File: src/rtl/summator_pkg.sv
// rtl/summator_pkg.sv - shared FSM state type, width limits and index sizing for the summator family
package summator_pkg;

  typedef enum logic [1:0] {
    IDLE = 2'd0,
    RUN  = 2'd1,
    DONE = 2'd2
  } summator_state_t;

  localparam int WIDTH_MIN = 1;
  localparam int WIDTH_MAX = 64;

  // Bit-index register width: max(1, clog2(width)).
  function automatic int index_width(input int width);
    return (width > 2) ? $clog2(width) : 1;
  endfunction

endpackage

File: src/rtl/summator_serial_if.sv
// rtl/summator_serial_if.sv - operand/result handshake bundle for summator_serial
// SUMMATOR_SERIAL_SUBTRACT_EN adds the input_subtract request bit.
interface summator_serial_if #(
  parameter int WIDTH = 8
);
  logic [WIDTH-1:0] input_number0;
  logic [WIDTH-1:0] input_number1;
  logic             input_carry;
  logic             input_start;
`ifdef SUMMATOR_SERIAL_SUBTRACT_EN
  logic             input_subtract;
`endif
  logic             output_busy;
  logic [WIDTH-1:0] output_sum;
  logic             output_carry;
  logic             output_calculated;

  modport master (
`ifdef SUMMATOR_SERIAL_SUBTRACT_EN
    output input_subtract,
`endif
    output input_number0, input_number1, input_carry, input_start,
    input  output_busy, output_sum, output_carry, output_calculated
  );

  modport slave (
`ifdef SUMMATOR_SERIAL_SUBTRACT_EN
    input  input_subtract,
`endif
    input  input_number0, input_number1, input_carry, input_start,
    output output_busy, output_sum, output_carry, output_calculated
  );

endinterface

File: src/rtl/summator_full_bit1.sv
// rtl/summator_full_bit1.sv - combinational one-bit full-adder cell
module summator_full_bit1 (
  input  logic a,
  input  logic b,
  input  logic cin,
  output logic sum,
  output logic cout
);

  assign sum  = a ^ b ^ cin;
  assign cout = (a & b) | (a & cin) | (b & cin);

endmodule

File: src/rtl/summator_serial.sv
// rtl/summator_serial.sv - bit-serial WIDTH-bit adder, one bit per clock through a single full-adder cell
// SUMMATOR_SERIAL_SUBTRACT_EN adds an A-B mode selected by input_subtract at start.
module summator_serial
  import summator_pkg::*;
#(
  parameter int WIDTH         = 8,
  parameter int SERIAL_NUMBER = 0
) (
  input  logic             input_clk,
  input  logic             input_reset_n,
  summator_serial_if.slave bus
);

  localparam int IDX_W = index_width(WIDTH);

  summator_state_t  state_q, state_d;
  logic [WIDTH-1:0] a_q, b_q, psum_q, psum_next, sum_q;
  logic [WIDTH-1:0] a_load, b_load;
  logic             c_load;
  logic             carry_q, cout_q;
  logic [IDX_W-1:0] idx_q;
  logic             fa_sum, fa_cout, last_bit;

  always_comb begin
    a_load = bus.input_number0;
    b_load = bus.input_number1;
    c_load = bus.input_carry;
`ifdef SUMMATOR_SERIAL_SUBTRACT_EN
    // Two's-complement subtract: A + ~B + 1.
    if (bus.input_subtract) begin
      b_load = ~bus.input_number1;
      c_load = 1'b1;
    end
`endif
  end

  summator_full_bit1 u_full_bit (
    .a    (a_q[0]),
    .b    (b_q[0]),
    .cin  (carry_q),
    .sum  (fa_sum),
    .cout (fa_cout)
  );

  assign last_bit = (idx_q == IDX_W'(WIDTH - 1));

  if (WIDTH == 1) begin : g_psum_w1
    assign psum_next = fa_sum;
  end else begin : g_psum_wn
    assign psum_next = {fa_sum, psum_q[WIDTH-1:1]};
  end

  always_ff @(posedge input_clk or negedge input_reset_n) begin
    if (!input_reset_n) state_q <= IDLE;
    else                state_q <= state_d;
  end

  always_comb begin
    state_d = state_q;
    case (state_q)
      IDLE:    if (bus.input_start) state_d = RUN;
      RUN:     if (last_bit) state_d = DONE;
      DONE:    state_d = IDLE;
      default: state_d = IDLE;
    endcase
  end

  always_ff @(posedge input_clk or negedge input_reset_n) begin
    if (!input_reset_n) begin
      a_q     <= '0;
      b_q     <= '0;
      psum_q  <= '0;
      sum_q   <= '0;
      carry_q <= 1'b0;
      cout_q  <= 1'b0;
      idx_q   <= '0;
    end else begin
      case (state_q)
        IDLE: if (bus.input_start) begin
          a_q     <= a_load;
          b_q     <= b_load;
          carry_q <= c_load;
          psum_q  <= '0;
          idx_q   <= '0;
        end
        RUN: begin
          a_q     <= a_q >> 1;
          b_q     <= b_q >> 1;
          psum_q  <= psum_next;
          carry_q <= fa_cout;
          if (last_bit) begin
            sum_q  <= psum_next;
            cout_q <= fa_cout;
          end else begin
            idx_q  <= idx_q + 1'b1;
          end
        end
        default: ;
      endcase
    end
  end

  always_comb begin
    bus.output_busy       = (state_q != IDLE);
    bus.output_calculated = (state_q == DONE);
    bus.output_sum        = sum_q;
    bus.output_carry      = cout_q;
  end

endmodule

File: src/flat_wrapper.sv
// flat-port wrapper written by rule: the top's interface ports become plain ports
module summator_serial_flat import summator_pkg::*;
#(
  parameter int WIDTH         = 8,
  parameter int SERIAL_NUMBER = 0
)
  (input_clk, input_reset_n, bus_input_number0, bus_input_number1, bus_input_carry, bus_input_start, bus_output_busy, bus_output_sum, bus_output_carry, bus_output_calculated);
  summator_serial_if #(.WIDTH(WIDTH)) bus_i ();
  input  logic input_clk;
  input  logic input_reset_n;
  input wire logic [$bits(bus_i.input_number0)-1:0] bus_input_number0;
  input wire logic [$bits(bus_i.input_number1)-1:0] bus_input_number1;
  input wire logic [$bits(bus_i.input_carry)-1:0] bus_input_carry;
  input wire logic [$bits(bus_i.input_start)-1:0] bus_input_start;
  output wire logic [$bits(bus_i.output_busy)-1:0] bus_output_busy;
  output wire logic [$bits(bus_i.output_sum)-1:0] bus_output_sum;
  output wire logic [$bits(bus_i.output_carry)-1:0] bus_output_carry;
  output wire logic [$bits(bus_i.output_calculated)-1:0] bus_output_calculated;
  assign bus_i.input_number0 = bus_input_number0;
  assign bus_i.input_number1 = bus_input_number1;
  assign bus_i.input_carry = bus_input_carry;
  assign bus_i.input_start = bus_input_start;
  assign bus_output_busy = bus_i.output_busy;
  assign bus_output_sum = bus_i.output_sum;
  assign bus_output_carry = bus_i.output_carry;
  assign bus_output_calculated = bus_i.output_calculated;
  summator_serial #(.WIDTH(WIDTH), .SERIAL_NUMBER(SERIAL_NUMBER)) u_core (.input_clk(input_clk), .input_reset_n(input_reset_n), .bus(bus_i));
endmodule
File: config.mk
export PLATFORM = sky130hd
export DESIGN_NAME = summator_serial_flat
export DESIGN_NICKNAME = d
export VERILOG_FILES = /design/src/rtl/summator_pkg.sv /design/src/rtl/summator_serial_if.sv /design/src/rtl/summator_full_bit1.sv /design/src/rtl/summator_serial.sv /design/src/flat_wrapper.sv
export SDC_FILE = /design/constraint.sdc
export NUM_CORES = 1
export LEC_CHECK = 0
export CAP_MARGIN = 10
export CORE_ASPECT_RATIO = 1.5
export CORE_MARGIN = 2
export CORE_UTILIZATION = 51
export DETAILED_ROUTE_END_ITERATION = 10
export PLACE_DENSITY = 0.81
export SETUP_SLACK_MARGIN = 0.15
export SLEW_MARGIN = 25
export SYNTH_ARGS = -nofsm -noshare
export SYNTH_HDL_FRONTEND = slang
export SYNTH_SLANG_ARGS = --single-unit
File: constraint.sdc
create_clock -name input_clk -period 1.65 [get_ports input_clk]
set_input_delay 0.165 -clock input_clk [delete_from_list [all_inputs] [get_ports input_clk]]
set_output_delay 0.165 -clock input_clk [all_outputs]
set_load 0.02 [all_outputs]
==> results of run 1 <==
-- sequential cells by signal (all words and copies together), names as in the netlist --
signal                   cells
u_core.bus.output_carry      1
u_core.state_q               2
u_core.psum_q                7
u_core.a_q                   8
u_core.idx_q                 3
u_core.carry_q               1
u_core.b_q                   8
u_core.bus.output_sum        8
-- worst max-delay path by stage --
stage                               endpoint  slack [ps]  depth (start not counted)
finish                       u_core.idx_q[0]         200                          5
global route                 bus_output_busy         150                          3
CTS                          bus_output_busy         140                          3
detailed placement  u_core.bus.output_sum[0]          70                          4
global placement    u_core.bus.output_sum[7]         150                          4
floorplan            u_core.bus.output_carry         210                          4
-- cells by family after synthesis --
| family | Yosys count |
|---|---|
| simple gates | 63 |
| flops | 38 |
| compound gates | 22 |
| buf+inv | 12 |
| mux | 10 |
| fa+ha+maj | 3 |
-- power groups by stage --
stage	registers, mW	logic [mW]	clock network (mW)
after floorplan	1.72	1.05	0
after global placement	1.66	1.58	0
after detailed placement	1.70	1.66	0
after CTS	1.69	1.69	0.603
after global routing	1.75	1.94	0.647
final	1.69	1.76	0.587
-- worst register-to-register path, stage by stage (launching register included) --
cell and delay, ps:
dfrtp_1 400, ha_2 230, ha_4 190, nor2_1 80, mux2_2 270, a22o_1 180
-- cell usage after synthesis --
cell / instances
ha_1: 2
a32o_1: 2
inv_1: 2
nor3b_1: 12
nand2_2: 1
a221o_1: 3
nor2_2: 1
o21ai_0: 3
clkbuf_8: 1
a21oi_1: 1
nor2b_1: 1
dfrtp_1: 38
o21ba_4: 1
a22o_1: 12
nor3_1: 23
clkbuf_1: 2
buf_1: 1
nor3_2: 1
nor2b_2: 1
or2_4: 1
mux2_2: 10
nand2b_1: 4
or2b_1: 1
nor2_1: 14
fa_1: 1
nand2_1: 3
buf_2: 4
buf_6: 2
-- metal layers --
metal  vias up  share of wire [%]  routed length (microns)  GRT usage, %
met2        44                 54                     1930          37.0
met5         -                  0                        0             0
li1        612                  -                        -             -
met3         5                4.3                      155          5.56
met4         0                1.2                       44          7.60
met1       640                 40                     1440          25.2
-- per-stage QoR --
step	hold slack, ps	utilization (%)	instance area (sq um)	total power, mW
global route	348	69.4	2210	4.34
global placement	480	65.0	2070	3.24
floorplan	-131	-	1720	2.77
detailed placement	486	65.0	2070	3.36
finish	299	69.4	2210	4.04
CTS	318	68.2	2180	3.98
-- area by class of cell --
cell class                 count  area share, %
timing repair buffer          43           17.8
tap                           40           2.26
sequential                    38           43.1
multi-input combinational     99           33.0
inverter                       2          0.339
clock inverter                 2          0.452
clock buffer                   5           3.11
-- what timing repair did --
item,CTS,global route
hold buffers,0,0
setup buffers,1,3
gates cloned,1,0
gates resized for setup,7,3
setup endpoints to repair,11,8
==> out/qor.csv, run 1 <==
stage,metric,value,unit
sta,FMAX,688,MHz
sta,crit path time final,1450,ps
cells_and_area,n_diodes,0,
pwr,P_sw,1.43,mW
sta,worst-margin pin slew,472,ps
clocking,TritonCTS Sinks,38,
synth,register area share after synthesis,55.2,%
cells_and_area,Final Non-Filler Cells,229,
placed_design,pre-CTS WS,73.7,ps
cells_and_area,Fill cells,263,
pwr,Lkg Pwr,0.972,nW
cells_and_area,area delta synth->final,28.5,%
floorplan,Die Wd,51.5,microns
sta,RSZ-0062 raised after global routing,no,
synth,post-synthesis share of cell area spent on xor and xnor gates,0,%
pwr,worst vdd ir,1.01,mV
route,vias,1301,
outcome,outcome,finished clean,
worst_setup_path,Crit Path Max Fanout,7,
job,max-cap violations,0,
synth,Synth top area share,55.2,%
cells_and_area,"commonest non-fill, non-tap cell in the layout",dfrtp_1,
synth,Syn Area/Cell,11.6,sq um
clocking,clock slew at reported path FFs,70,ps
worst_setup_path,R2R setup slack,200,ps
cells_and_area,Nets,212,
grt,vias in the first global route,1320,
floorplan,Rows,25,
clocking,CTS tree,built,
pwr,clock share of power,14.5,%
route,Post-route DRC,0,
worst_setup_path,CP endpoint kind,flop,
sta,"Period Utilization, post-route",88.1,%
worst_setup_path,CP cell instances,ha_2 > ha_4 > nor2_1 > mux2_2 > a22o_1,
placed_design,placed insts,217,
worst_setup_path,Crit path max-delay family,adder cells,
worst_setup_path,startpoint types,flop,
sta,Hold Fails Final Rpt,0,
route,drt wl/cell,15.6,microns
clocking,clk_lat worst skew,290,ps
pwr,switch share,35.3,%
worst_setup_path,Worst Path Buf+Inv,0,
placed_design,RD Place Congestion,0.719,
sta,Setup Skew,9.23,ps
worst_setup_path,worst r2r path cells,5,
cells_and_area,area of the multi-input gates,731,sq um
sta,Finish-stage setup viols,0,
grt,antenna violations before repair,0,
worst_hold_path,Hold WC Path Type,in2async,
floorplan,io pins,31,
route,DRT Pass-1 Iters,4,
worst_setup_path,RR Startpoint,u_core.idx_q[0],
synth,synthesized flop and latch total,38,
worst_setup_path,crit-path max cell delay,400,ps
placed_design,port buffer count,30,
cells_and_area,FF+latch area,953,sq um
synth,count of different cell masters after synthesis,28,
clocking,H-tree Lvls,2,
clocking,clk buf depth,2,
synth,Yosys top cell by area,dfrtp_1,
worst_setup_path,Worst Path Required,1830,ps
synth,Post-Syn Area,1720,sq um
route,Via-to-Cell Ratio,5.68,
synth,main combinational cell family by area after synthesis,simple AND/OR/NAND/NOR gates,
synth,Mapped Nets,171,
pwr,Int Pwr,2.62,mW
grt,gr usage total,21.2,%
worst_setup_path,Worst EP arrival,1640,ps
cells_and_area,most frequent cells in the layout,"dfrtp_1, clkdlybuf4s50_1, nor3_1, nor2_1",
synth,cells after synthesis,148,
sta,Max Slew Vio Count,0,
synth,Post-Synth Adder-Cell Area,2.61,%
grt,largest net degree at the start of global routing,39,
route,final WL,3.58,mm
floorplan,starting density of the core,54.0,%
route,post-route ant nets,0,
sta,normalized max-slew margin,68.6,%
sta,Setup TNS,0,ps
worst_setup_path,capturing point of the worst reg2reg path,u_core.idx_q[0],
cells_and_area,fraction of layout cells with a size suffix above 1,22.2,%
pwr,P per Cell Area,1830,nW/um^2
clocking,CTS Buf Count,5,
worst_setup_path,Crit. Startpoint,u_core.idx_q[0],
synth,Synth Warn #,0,
floorplan,total die area,3870,sq um
sta,Final WS setup,196,ps
clocking,CTS root buf,clkbuf_8,
synth,complex-gate fraction of the synthesized area,11.1,%
synth,mux share of post-synthesis cell area,6.54,%
pwr,Comb power frac,43.6,%
placed_design,hpwl dp,2.40,mm
synth,Synth Area in Simple Gates,20.2,%
floorplan,area of the core,3190,sq um
grt,Overflow after GRT,0,
synth,Synth area leaders,"dfrtp_1, nor3_1, mux2_2",
route,initial DRC count,25,
worst_setup_path,Crit Path Class,reg2reg,
grt,first-pass GRT wire length,6.02,mm
worst_setup_path,Crit-path slowest cell,dfrtp_1,
pwr,sequential fraction of design power,41.9,%
floorplan,Die Span Y,75.2,microns
(Power assumes the default switching activity.)
==> run 2: changes to the inputs <==
CORE_MARGIN = default   (was 2)
==> run 2 against run 1 <==
  * Final cell count did not move
  * Via count barely moved
  * Register-to-register slack barely moved
  * Worst setup slack got worse by 2.0 ps
  * Die area fell by 6.4%
  * Clock power rose by 14%
  * Critical endpoint is now bus_output_busy
  * Largest power group unchanged
==> out/qor.csv, run 2 (synthesis results as in run 1) <==
stage,metric,value,unit,change
placed_design,port buffer count,30,,unchanged
floorplan,Die Span Y,73.2,microns,-2.7%
pwr,Int Pwr,2.64,mW,+1.1%
cells_and_area,fraction of layout cells with a size suffix above 1,21.2,%,-1.1 points
clocking,CTS root buf,clkbuf_8,,
cells_and_area,Fill cells,264,,+0.38%
pwr,sequential fraction of design power,41.1,%,-0.8 points
sta,Max Slew Vio Count,0,,unchanged
placed_design,hpwl dp,2.34,mm,-2.8%
worst_setup_path,path length in cells of the critical path,3,,-2
clocking,CTS Buf Count,5,,unchanged
grt,first-pass GRT wire length,5.90,mm,-2.1%
sta,"Period Utilization, post-route",88.2,%,+0.12 points
pwr,post-layout power,4.06,mW,+0.42%
pwr,switch share,34.9,%,-0.43 points
cells_and_area,"commonest non-fill, non-tap cell in the layout",dfrtp_1,,
worst_setup_path,Worst EP arrival,1290,ps,-350 ps
pwr,worst vdd ir,0.986,mV,-2.7%
worst_setup_path,Worst Path Buf+Inv,2,,+2
cells_and_area,Nets,211,,-0.47%
pwr,P per Cell Area,1830,nW/um^2,+0.42%
clocking,clock slew at reported path FFs,80,ps,about the same
cells_and_area,area delta synth->final,28.5,%,unchanged
clocking,CTS tree,built,,
route,DRT Pass-1 Iters,4,,unchanged
worst_setup_path,CP cell instances,nor2_2 > inv_1 > dlygate4sd2_1,,
worst_setup_path,Worst Path Required,1480,ps,-350 ps
worst_setup_path,worst r2r path cells,4,,-1
sta,Setup TNS,0,ps,unchanged
pwr,Comb power frac,42.5,%,-1.1 points
sta,FMAX,687,MHz,-0.14%
sta,Finish-stage setup viols,0,,unchanged
pwr,P_sw,1.42,mW,-0.81%
route,post-route ant nets,0,,unchanged
grt,vias in the first global route,1301,,-1.4%
floorplan,starting density of the core,54.0,%,unchanged
worst_setup_path,Crit path max-delay family,flip-flops,,
route,final WL,3.43,mm,-4.1%
pwr,clock share of power,16.4,%,+1.9 points
worst_hold_path,Hold WC Path Type,in2async,,
grt,gr usage total,21.7,%,+0.49 points
job,max-cap violations,0,,unchanged
sta,crit path time final,1460,ps,+2.02 ps
worst_setup_path,Crit-path slowest cell,dfrtp_2,,
worst_setup_path,CP endpoint kind,output port,,
placed_design,RD Place Congestion,0.711,,-1.2%
worst_setup_path,crit-path max cell delay,460,ps,+60 ps
cells_and_area,n_diodes,0,,unchanged
sta,worst-margin pin slew,477,ps,+5.27 ps
clocking,clk_lat worst skew,290,ps,about the same
worst_setup_path,Crit Path Max Fanout,8,,+1
floorplan,Die Wd,49.5,microns,-3.9%
route,Via-to-Cell Ratio,5.69,,about the same
floorplan,Rows,25,,unchanged
grt,largest net degree at the start of global routing,39,,unchanged
grt,Overflow after GRT,0,,unchanged
grt,antenna violations before repair,0,,unchanged
clocking,H-tree Lvls,2,,unchanged
floorplan,total die area,3620,sq um,-6.4%
route,Post-route DRC,0,,unchanged
clocking,TritonCTS Sinks,38,,unchanged
sta,Hold Fails Final Rpt,0,,unchanged
route,drt wl/cell,15.0,microns,-4.1%
sta,Setup Skew,7.72,ps,-1.50 ps
outcome,outcome,finished clean,,
worst_setup_path,startpoint types,flop,,
floorplan,io pins,31,,unchanged
floorplan,area of the core,3190,sq um,unchanged
route,initial DRC count,36,,+44%
sta,normalized max-slew margin,68.2,%,-0.35 points
clocking,clk buf depth,2,,unchanged
route,vias,1302,,+0.077%
sta,RSZ-0062 raised after global routing,yes,,
pwr,Lkg Pwr,0.975,nW,+0.26%
worst_setup_path,Crit Path Class,reg2out,,
cells_and_area,most frequent cells in the layout,"dfrtp_1, clkdlybuf4s50_1, nor3_1, nor2_1",,
[run 2: cell types whose count changed in the layout (fill, tap and decap cells not counted)]
| cell | change |
|---|---|
| ha_2 | -1 |
| clkbuf_8 | +1 |
| dfrtp_2 | -1 |
| nor2_2 | +1 |
| ha_1 | +1 |
| dfrtp_1 | +1 |
| buf_4 | -1 |
| clkinv_2 | -1 |
| nor2_4 | -1 |
| clkinvlp_4 | +1 |
[run 2: repair_timing]
action / CTS / global route
gates cloned: 1 / 0
setup endpoints to repair: 19 / 10
pin swaps: 1 / 0
hold buffers: 0 / 0
setup buffers: 0 / 4
gates resized for setup: 6 / 1
[run 2: metal layers]
layer | wire length, microns | up-vias | track usage, %
met1 | 1390 | 647 | 24.6
li1 | - | 613 | -
met5 | 0 | - | 0
met3 | 139 | 7 | 4.58
met2 | 1840 | 35 | 38.8
met4 | 59 | 0 | 10.2
[run 2: metrics by stage]
step                      hold slack [ps]  instance area, sq um  setup slack, ps  std cells  util (%)
after global routing                  326                  2210              145        229      69.4
after global placement                483                  2070              115        216      64.7
final                                 288                  2210              194        229      69.4
after detailed placement              484                  2070             85.0        216      64.7
after floorplan                      -131                  1720              214        148         -
after CTS                             302                  2180              129        225      68.2
[run 2: final timing paths]
| check | startpoint | to | slack [ps] |
|---|---|---|---|
| worst max-delay path | u_core.state_q[0] | bus_output_busy | 190 |
| worst min-delay path | input_reset_n | u_core.b_q[2] | 290 |
| worst max register to register | u_core.state_q[0] | u_core.b_q[0] | 200 |
| worst min register to register | u_core.a_q[7] | u_core.a_q[7] | 500 |
| max in group asynchronous | input_reset_n | u_core.state_q[0] | 1000 |
| min in group input_clk | u_core.a_q[7] | u_core.a_q[7] | 500 |
[run 2: area by class of cell]
class | count | area (sq um) | area share (%)
Clock inverter | 2 | 12.5 | 0.565
Sequential cell | 38 | 952 | 43.0
Timing Repair Buffer | 42 | 385 | 17.4
Clock buffer | 6 | 82.6 | 3.73
Tap cell | 40 | 50.0 | 2.26
Multi-Input combinational cell | 99 | 723 | 32.7
Inverter | 2 | 7.51 | 0.339
[run 2: power groups by stage]
| stage | registers (mW) | clock network, mW | logic (mW) |
|---|---|---|---|
| 6_report | 1.67 | 0.667 | 1.72 |
| 5_1_grt | 1.73 | 0.716 | 1.92 |
| 4_1_cts | 1.68 | 0.680 | 1.66 |
| 3_5_place_dp | 1.69 | 0 | 1.63 |
| 3_3_place_gp | 1.66 | 0 | 1.56 |
| 2_1_floorplan | 1.72 | 0 | 1.05 |
[run 2: worst register-to-register path: stages (launching register included)]
cell     delay, ps
dfrtp_2        460
buf_4          150
nor2b_2        180
buf_4          180
a221o_1        350
==> run 3: changes to the inputs <==
CAP_MARGIN = 20   (was 10)
CORE_MARGIN = 5   (was default)
CORE_UTILIZATION = 52   (was 51)
PLACE_DENSITY = 0.82   (was 0.81)
SYNTH_HIERARCHICAL = 1   (was default)
==> run 3 against run 2 <==
  * Total power shrank 0.23%
  * Register-to-register slack improved by 20 ps
  * Combinational power is essentially flat
  * Final cell count fell by 3.1%
  * Critical path type is now reg2reg
  * Largest cell class unchanged
==> out/qor.csv, run 3 <==
stage,metric,value,unit,change
outcome,outcome,finished clean,,
synth,Mapped Nets,173,,+1.2%
synth,register area share after synthesis,53.1,%,-2.0 points
placed_design,port buffer count,30,,unchanged
worst_setup_path,Crit-path slowest cell,dfrtp_1,,
route,drt wl/cell,17.1,microns,+14%
clocking,clk buf depth,2,,unchanged
cells_and_area,most frequent cells in the layout,"dfrtp_1, clkdlybuf4s50_1, nor3_1, o22ai_1, a22o_1",,
synth,most frequent cell after synthesis,dfrtp_1,,
route,initial DRC count,42,,+17%
sta,RSZ-0062 raised after global routing,no,,
synth,Syn Area/Cell,11.9,sq um,+2.5%
grt,gr usage total,18.4,%,-3.4 points
worst_setup_path,Crit Path Max Fanout,10,,+2
sta,crit path time final,1430,ps,-25.3 ps
clocking,# Post-CTS Setup Buffers,0,,unchanged
route,DRT Pass-1 Iters,4,,unchanged
floorplan,io pins,31,,unchanged
worst_setup_path,CP cell instances,buf_4 > nor2b_4 > nand2_8 > mux2_4,,
synth,cells after synthesis,150,,+1.4%
sta,Final WS setup,220,ps,+25.3 ps
route,vias,1325,,+1.8%
route,Post-route DRC,0,,unchanged
worst_setup_path,RR Startpoint,u_core/state_q[1],,
floorplan,starting density of the core,53.4,%,-0.60 points
synth,count of different cell masters after synthesis,26,,-7.1%
placed_design,pre-CTS WS,48.2,ps,-36.8 ps
cells_and_area,fraction of layout cells with a size suffix above 1,18.9,%,-2.3 points
synth,Synth top area share,53.1,%,-2.0 points
cells_and_area,Fill cells,257,,-2.7%
route,post-route ant nets,0,,unchanged
worst_setup_path,worst r2r path cells,4,,unchanged
sta,FMAX,699,MHz,+1.8%
placed_design,RD Place Congestion,0.767,,+8.0%
synth,Synth Warn #,6,,+6
synth,synthesized flop and latch total,38,,unchanged
grt,first-pass GRT wire length,6.60,mm,+12%
sta,Setup Skew,4.24,ps,-3.48 ps
clocking,clock slew at reported path FFs,70,ps,about the same
worst_setup_path,startpoint types,flop,,
worst_setup_path,capturing point of the worst reg2reg path,u_core/bus.output_sum[2],,
placed_design,Placement Cell Area,2100,sq um,+1.5%
sta,"Period Utilization, post-route",86.7,%,-1.5 points
clocking,TritonCTS Sinks,38,,unchanged
synth,Post-Syn Area,1790,sq um,+3.8%
clocking,"Hold-fix buffers, CTS",0,,unchanged
cells_and_area,final instance area,2190,sq um,-1.2%
floorplan,Die Wd,57.9,microns,+17%
route,final WL,3.80,mm,+11%
synth,number of synthesized flops with an enable pin,0,,unchanged
grt,vias in the first global route,1433,,+10%
floorplan,Rows,26,,+4.0%
synth,Synth area leaders,"dfrtp_1, mux2_4, nor3_1",,
worst_setup_path,R2R setup slack,220,ps,+20 ps
grt,Overflow after GRT,0,,unchanged
clocking,CTS resizes,5,,-1
synth,Yosys top cell by area,dfrtp_1,,
worst_setup_path,Worst Path Required,1820,ps,+340 ps
cells_and_area,fin util,65.3,%,-4.1 points
cells_and_area,"commonest non-fill, non-tap cell in the layout",dfrtp_1,,
pwr,worst vdd ir,1.09,mV,+11%
job,max-cap violations,0,,unchanged
grt,largest net degree at the start of global routing,39,,unchanged
sta,Max Slew Vio Count,0,,unchanged
worst_hold_path,Hold WC Path Type,in2async,,
clocking,CTS root buf,clkbuf_8,,
clocking,H-tree Lvls,2,,unchanged
cells_and_area,n_diodes,0,,unchanged
sta,normalized max-slew margin,68.1,%,-0.14 points
worst_setup_path,CP endpoint kind,flop,,
sta,Hold Fails Final Rpt,0,,unchanged
clocking,clk_lat worst skew,290,ps,about the same
cells_and_area,area delta synth->final,22.2,%,
sta,Finish-stage setup viols,0,,unchanged
route,Via-to-Cell Ratio,5.97,,+5.0%
pwr,Lkg Pwr,0.972,nW,-0.33%
cells_and_area,Nets,204,,-3.3%
synth,Synth top cells by count,"dfrtp_1, nor3_1, o22ai_1",,
worst_setup_path,crit-path max cell delay,400,ps,-60 ps
floorplan,Die Span Y,81.8,microns,+12%
worst_setup_path,Worst EP arrival,1600,ps,+310 ps
clocking,CTS Buf Count,5,,unchanged
clocking,CTS tree,built,,
sta,Setup TNS,0,ps,unchanged
pwr,P per Cell Area,1850,nW/um^2,+0.97%
sta,worst-margin pin slew,479,ps,+2.16 ps
synth,main flop type after synthesis,dfrtp_1,,
grt,antenna violations before repair,0,,unchanged
floorplan,total die area,4740,sq um,+31%
floorplan,area of the core,3350,sq um,+5.0%
synth,Synth async-reset ratio,100,%,unchanged
placed_design,hpwl dp,2.80,mm,+20%
worst_setup_path,Crit Path Class,reg2reg,,
run 3: changes by cell type in the layout (fill, tap and decap cells not counted), sizes merged, moves of 3 or more:
cell,change
o22ai,+14
nor3b,-12
o32ai,+7
buf,-5
nor2,-5
a221o,-3
run 3: cell families after synthesis:
kind of cell             Yosys count  synth area share [%]
AND/OR/NAND/NOR                   44                  14.1
adder cells (fa/ha/maj)            3                  2.52
multiplexers                      11                  8.81
buffers and inverters             16                  5.87
AO/OA/AOI/OAI                     38                  15.6
flip-flops                        38                  53.1
run 3: per-stage QoR:
stage                     power [mW]  cells  hold WS, ps
after CTS                       4.08    222          301
after global placement          3.28    216          490
after global routing            4.34    222          338
after detailed placement        3.42    216          497
after floorplan                 2.90    150         -131
final                           4.05    222          292
run 3: report_power, final:
group,switching (mW),internal (mW)
sequential,0.336,1.35
combinational,0.833,0.910
clock,0.302,0.322
run 3: worst max-delay path by stage:
stage / from / endpoint / slack, ps / cells past startpoint
6_report: u_core/state_q[1] / u_core/bus.output_sum[2] / 220 / 4
3_3_place_gp: u_core/idx_q[0] / u_core/idx_q[0] / 160 / 5
5_1_grt: u_core/state_q[1] / u_core/bus.output_sum[2] / 160 / 4
3_5_place_dp: u_core/idx_q[0] / u_core/idx_q[0] / 50 / 5
4_1_cts: u_core/state_q[0] / bus_output_calculated / 130 / 3
2_1_floorplan: u_core/idx_q[0] / u_core/idx_q[0] / 200 / 5
run 3: cell type report:
| cell class | count | area [sq um] | share of cell area (%) |
|---|---|---|---|
| clock buffer | 6 | 82.6 | 3.78 |
| inverter | 4 | 15.0 | 0.686 |
| multi-input combinational | 96 | 751 | 34.3 |
| sequential | 38 | 951 | 43.5 |
| tap | 42 | 52.6 | 2.40 |
| timing repair buffer | 36 | 335 | 15.3 |
run 3: routing by layer:
metal / share of wire [%] / wire [microns] / vias to the layer above / track usage, %
met1: 39 / 1480 / 662 / 20.1
met4: 2.6 / 97 / 0 / 8.58
met2: 53 / 2020 / 39 / 32.1
met5: 0 / 0 / - / 0
li1: - / - / 615 / -
met3: 5.3 / 203 / 9 / 5.66
run 3: critical path: cells and delay by family, from the launching register on:
| kind | cells | cell delay [ps] |
|---|---|---|
| buf+inv | 1 | 170 |
| simple gates | 2 | 420 |
| mux | 1 | 320 |
| flops | 1 | 400 |
==> edit (flow settings as in run 3) <==
`WIDTH` is set to 8 in 3 places; all go to 9.
--- a/src/rtl/summator_serial_if.sv
+++ b/src/rtl/summator_serial_if.sv
@@ -1,7 +1,7 @@
 // rtl/summator_serial_if.sv - operand/result handshake bundle for summator_serial
 // SUMMATOR_SERIAL_SUBTRACT_EN adds the input_subtract request bit.
 interface summator_serial_if #(
-  parameter int WIDTH = 8
+  parameter int WIDTH = 9
 );
   logic [WIDTH-1:0] input_number0;
   logic [WIDTH-1:0] input_number1;
--- a/src/rtl/summator_serial.sv
+++ b/src/rtl/summator_serial.sv
@@ -3,7 +3,7 @@
 module summator_serial
   import summator_pkg::*;
 #(
-  parameter int WIDTH         = 8,
+  parameter int WIDTH         = 9,
   parameter int SERIAL_NUMBER = 0
 ) (
   input  logic             input_clk,
--- a/src/flat_wrapper.sv
+++ b/src/flat_wrapper.sv
@@ -1,7 +1,7 @@
 // flat-port wrapper written by rule: the top's interface ports become plain ports
 module summator_serial_flat import summator_pkg::*;
 #(
-  parameter int WIDTH         = 8,
+  parameter int WIDTH         = 9,
   parameter int SERIAL_NUMBER = 0
 )
   (input_clk, input_reset_n, bus_input_number0, bus_input_number1, bus_input_carry, bus_input_start, bus_output_busy, bus_output_sum, bus_output_carry, bus_output_calculated);
Ports: changed (resized bus_input_number0, bus_input_number1 and bus_output_sum); port bits go from 31 to 34. The function was not compared with the original's and may differ.
==> edit against run 3 <==
  * Final area rose by 17%
  * Global-route usage grew 0.39 points
  * First-iteration DRC count grew 7.1%
  * Sequential cell count rose by 5
  * Hold slack improved by 0.20 ns
  * Combinational power shrank 3%
  * Routed wire length grew 18%
  * Synthesized area increased by 12%
  * Power up 2.2%
  * Sequential share of layout area fell by 1.4 points
  * Setup slack got worse by 0.069 ns
  * Critical path depth is 1 higher
  * Largest cell class unchanged
  * Largest power group is now registers
==> edit: results (changes against run 3) <==
metric;value;unit;change
clock_skew;0.00430;ns;was 0.00424 ns
synth_flop_cell;dfrtp_1;;unchanged
wl_per_cell;16.9;um;was 17.1 um
track_usage;18.8;%;was 18.4%
internal_power;2720;uW;was 2580 uW
clockBufferDepth;2;;unchanged
worstPathArrival;1.68;ns;was 1.60 ns
synth_cell_types;25;;was 26
async_reset_ff_share;100;%;unchanged
num_vias;1547;;was 1325
final_net_count;247;;was 204
cp_max_fo;6;;was 10
drtIter0Drc;45;;was 42
cts.clk_slew.worst_paths;0.07;ns;about the same
grt_max_degree;44;;was 39
relSlewSlack;64.9;%;was 68.1%
grt_pass1_wl;7470;um;was 6600 um
ir_worst_vdd;1.17;mV;was 1.09 mV
synth_nets;203;;was 173
place_congestion;0.801;;was 0.767
grt_antenna_before_repair;0;;unchanged
synthTopCellsByArea;dfrtp_1, mux2_4, nor2b_1;;was dfrtp_1, mux2_4, nor3_1
yosysSeqAreaShare;53.6;%;was 53.1%
p_leak;0.00114;uW;was 0.000972 uW
hp-class;in2async;;unchanged
dpl.hpwl;3110;um;was 2800 um
setup_viol;0;;unchanged
layout_commonest_cell;dfrtp_1;;unchanged
ff2ff_path_depth;5;;was 4
drtPass1Iterations;4;;unchanged
cts_buffers;5;;unchanged
clock_latency;0.30;ns;
portBuffers;33;;was 30
htree_levels;2;;unchanged
grt_pass1_vias;1618;;was 1433
synth-warning-count;6;;unchanged
antenna_cells;0;;unchanged
clock-root-buffer;clkbuf_8;;unchanged
status;finished clean;;unchanged
synth_commonest_cells;dfrtp_1, o21ai_0, a21oi_1, nor2b_1, a22oi_1;;was dfrtp_1, nor3_1, o22ai_1
reg2reg_setup_slack;0.15;ns;was 0.22 ns
drive_gt1_share;19.7;%;was 18.9%
[edit: cell types whose count changed in the layout (fill, tap and decap cells not counted), moves of 7 or more]
cell	change
nor3_1	-24
a21oi_1	+19
nor2b_1	+19
o21ai_0	+19
a22oi_1	+15
o22ai_1	-13
buf_4	+9
nor2_1	-9
o32ai_1	-7
[edit: power groups by stage]
stage          Sequential (uW)  Combinational (uW)  Clock [uW]
2_1_floorplan             1770                 952           0
3_3_place_gp              1710                1490           0
3_5_place_dp              1740                1560           0
4_1_cts                   1720                1630         729
5_1_grt                   1770                1840         774
6_report                  1730                1690         720
[edit: layout make-up]
type                    instances  area, sq um
clock buffers                   8          100
fillers                       292         1150
inverters                       3         11.3
multi-input cells             119          866
flip-flops and latches         43         1080
well taps                      43         53.8
repair buffers                 50          453
[edit: cells by family after synthesis]
logic type,Yosys count,share of synthesized area (%)
compound gates,68,20.5
flops,43,53.6
buf+inv,17,4.61
mux,10,7.29
xor+xnor,1,0.436
simple gates,36,11.3
fa+ha+maj,3,2.24
[edit: through the flow]
step	power, uW	std cells	hold WS, ns	area [sq um]	setup WS (ns)
floorplan	2720	178	-0.131	2010	0.163
global placement	3190	252	0.258	2400	0.125
detailed placement	3300	252	0.270	2400	0.0531
CTS	4080	265	0.492	2540	0.123
global route	4390	266	0.502	2560	0.104
finish	4140	266	0.490	2560	0.151
[edit: critical path: stages, from the launching register on]
cell and delay [ns]:
dfrtp_1 0.40, inv_2 0.09, ha_4 0.13, and3b_2 0.21
and2_4 0.23, mux2_4 0.32
[edit: final timing paths]
| path | start | endpoint |
|---|---|---|
| setup / recovery | u_core/idx_q[1] | u_core/bus.output_sum[6] |
| hold / removal | input_reset_n | u_core/bus.output_sum[0] |
| setup reg to reg | u_core/idx_q[1] | u_core/bus.output_sum[6] |
| hold reg to reg | u_core/b_q[4] | u_core/b_q[4] |
| max in group asynchronous | input_reset_n | u_core/state_q[1] |
| min in group input_clk | bus_input_number0[4] | u_core/a_q[4] |
[edit: repair_timing]
item / CTS / global route
gates resized for setup: 6 / 7
endpoints found under the hold margin: 43 / 0
cloned: 1 / 0
hold buffers: 1 / 0
endpoints found under the setup margin: 12 / 14
pin swaps: 1 / 1
setup buffers: 3 / 1
[edit: routing by layer]
layer  vias up  global-route usage, %  share of wire [%]
li1        718                      -                  -
met1       776                   22.2                 42
met2        46                   32.0                 52
met3         7                   5.27                4.9
met4         0                   5.92                1.4
met5         -                      0                  0
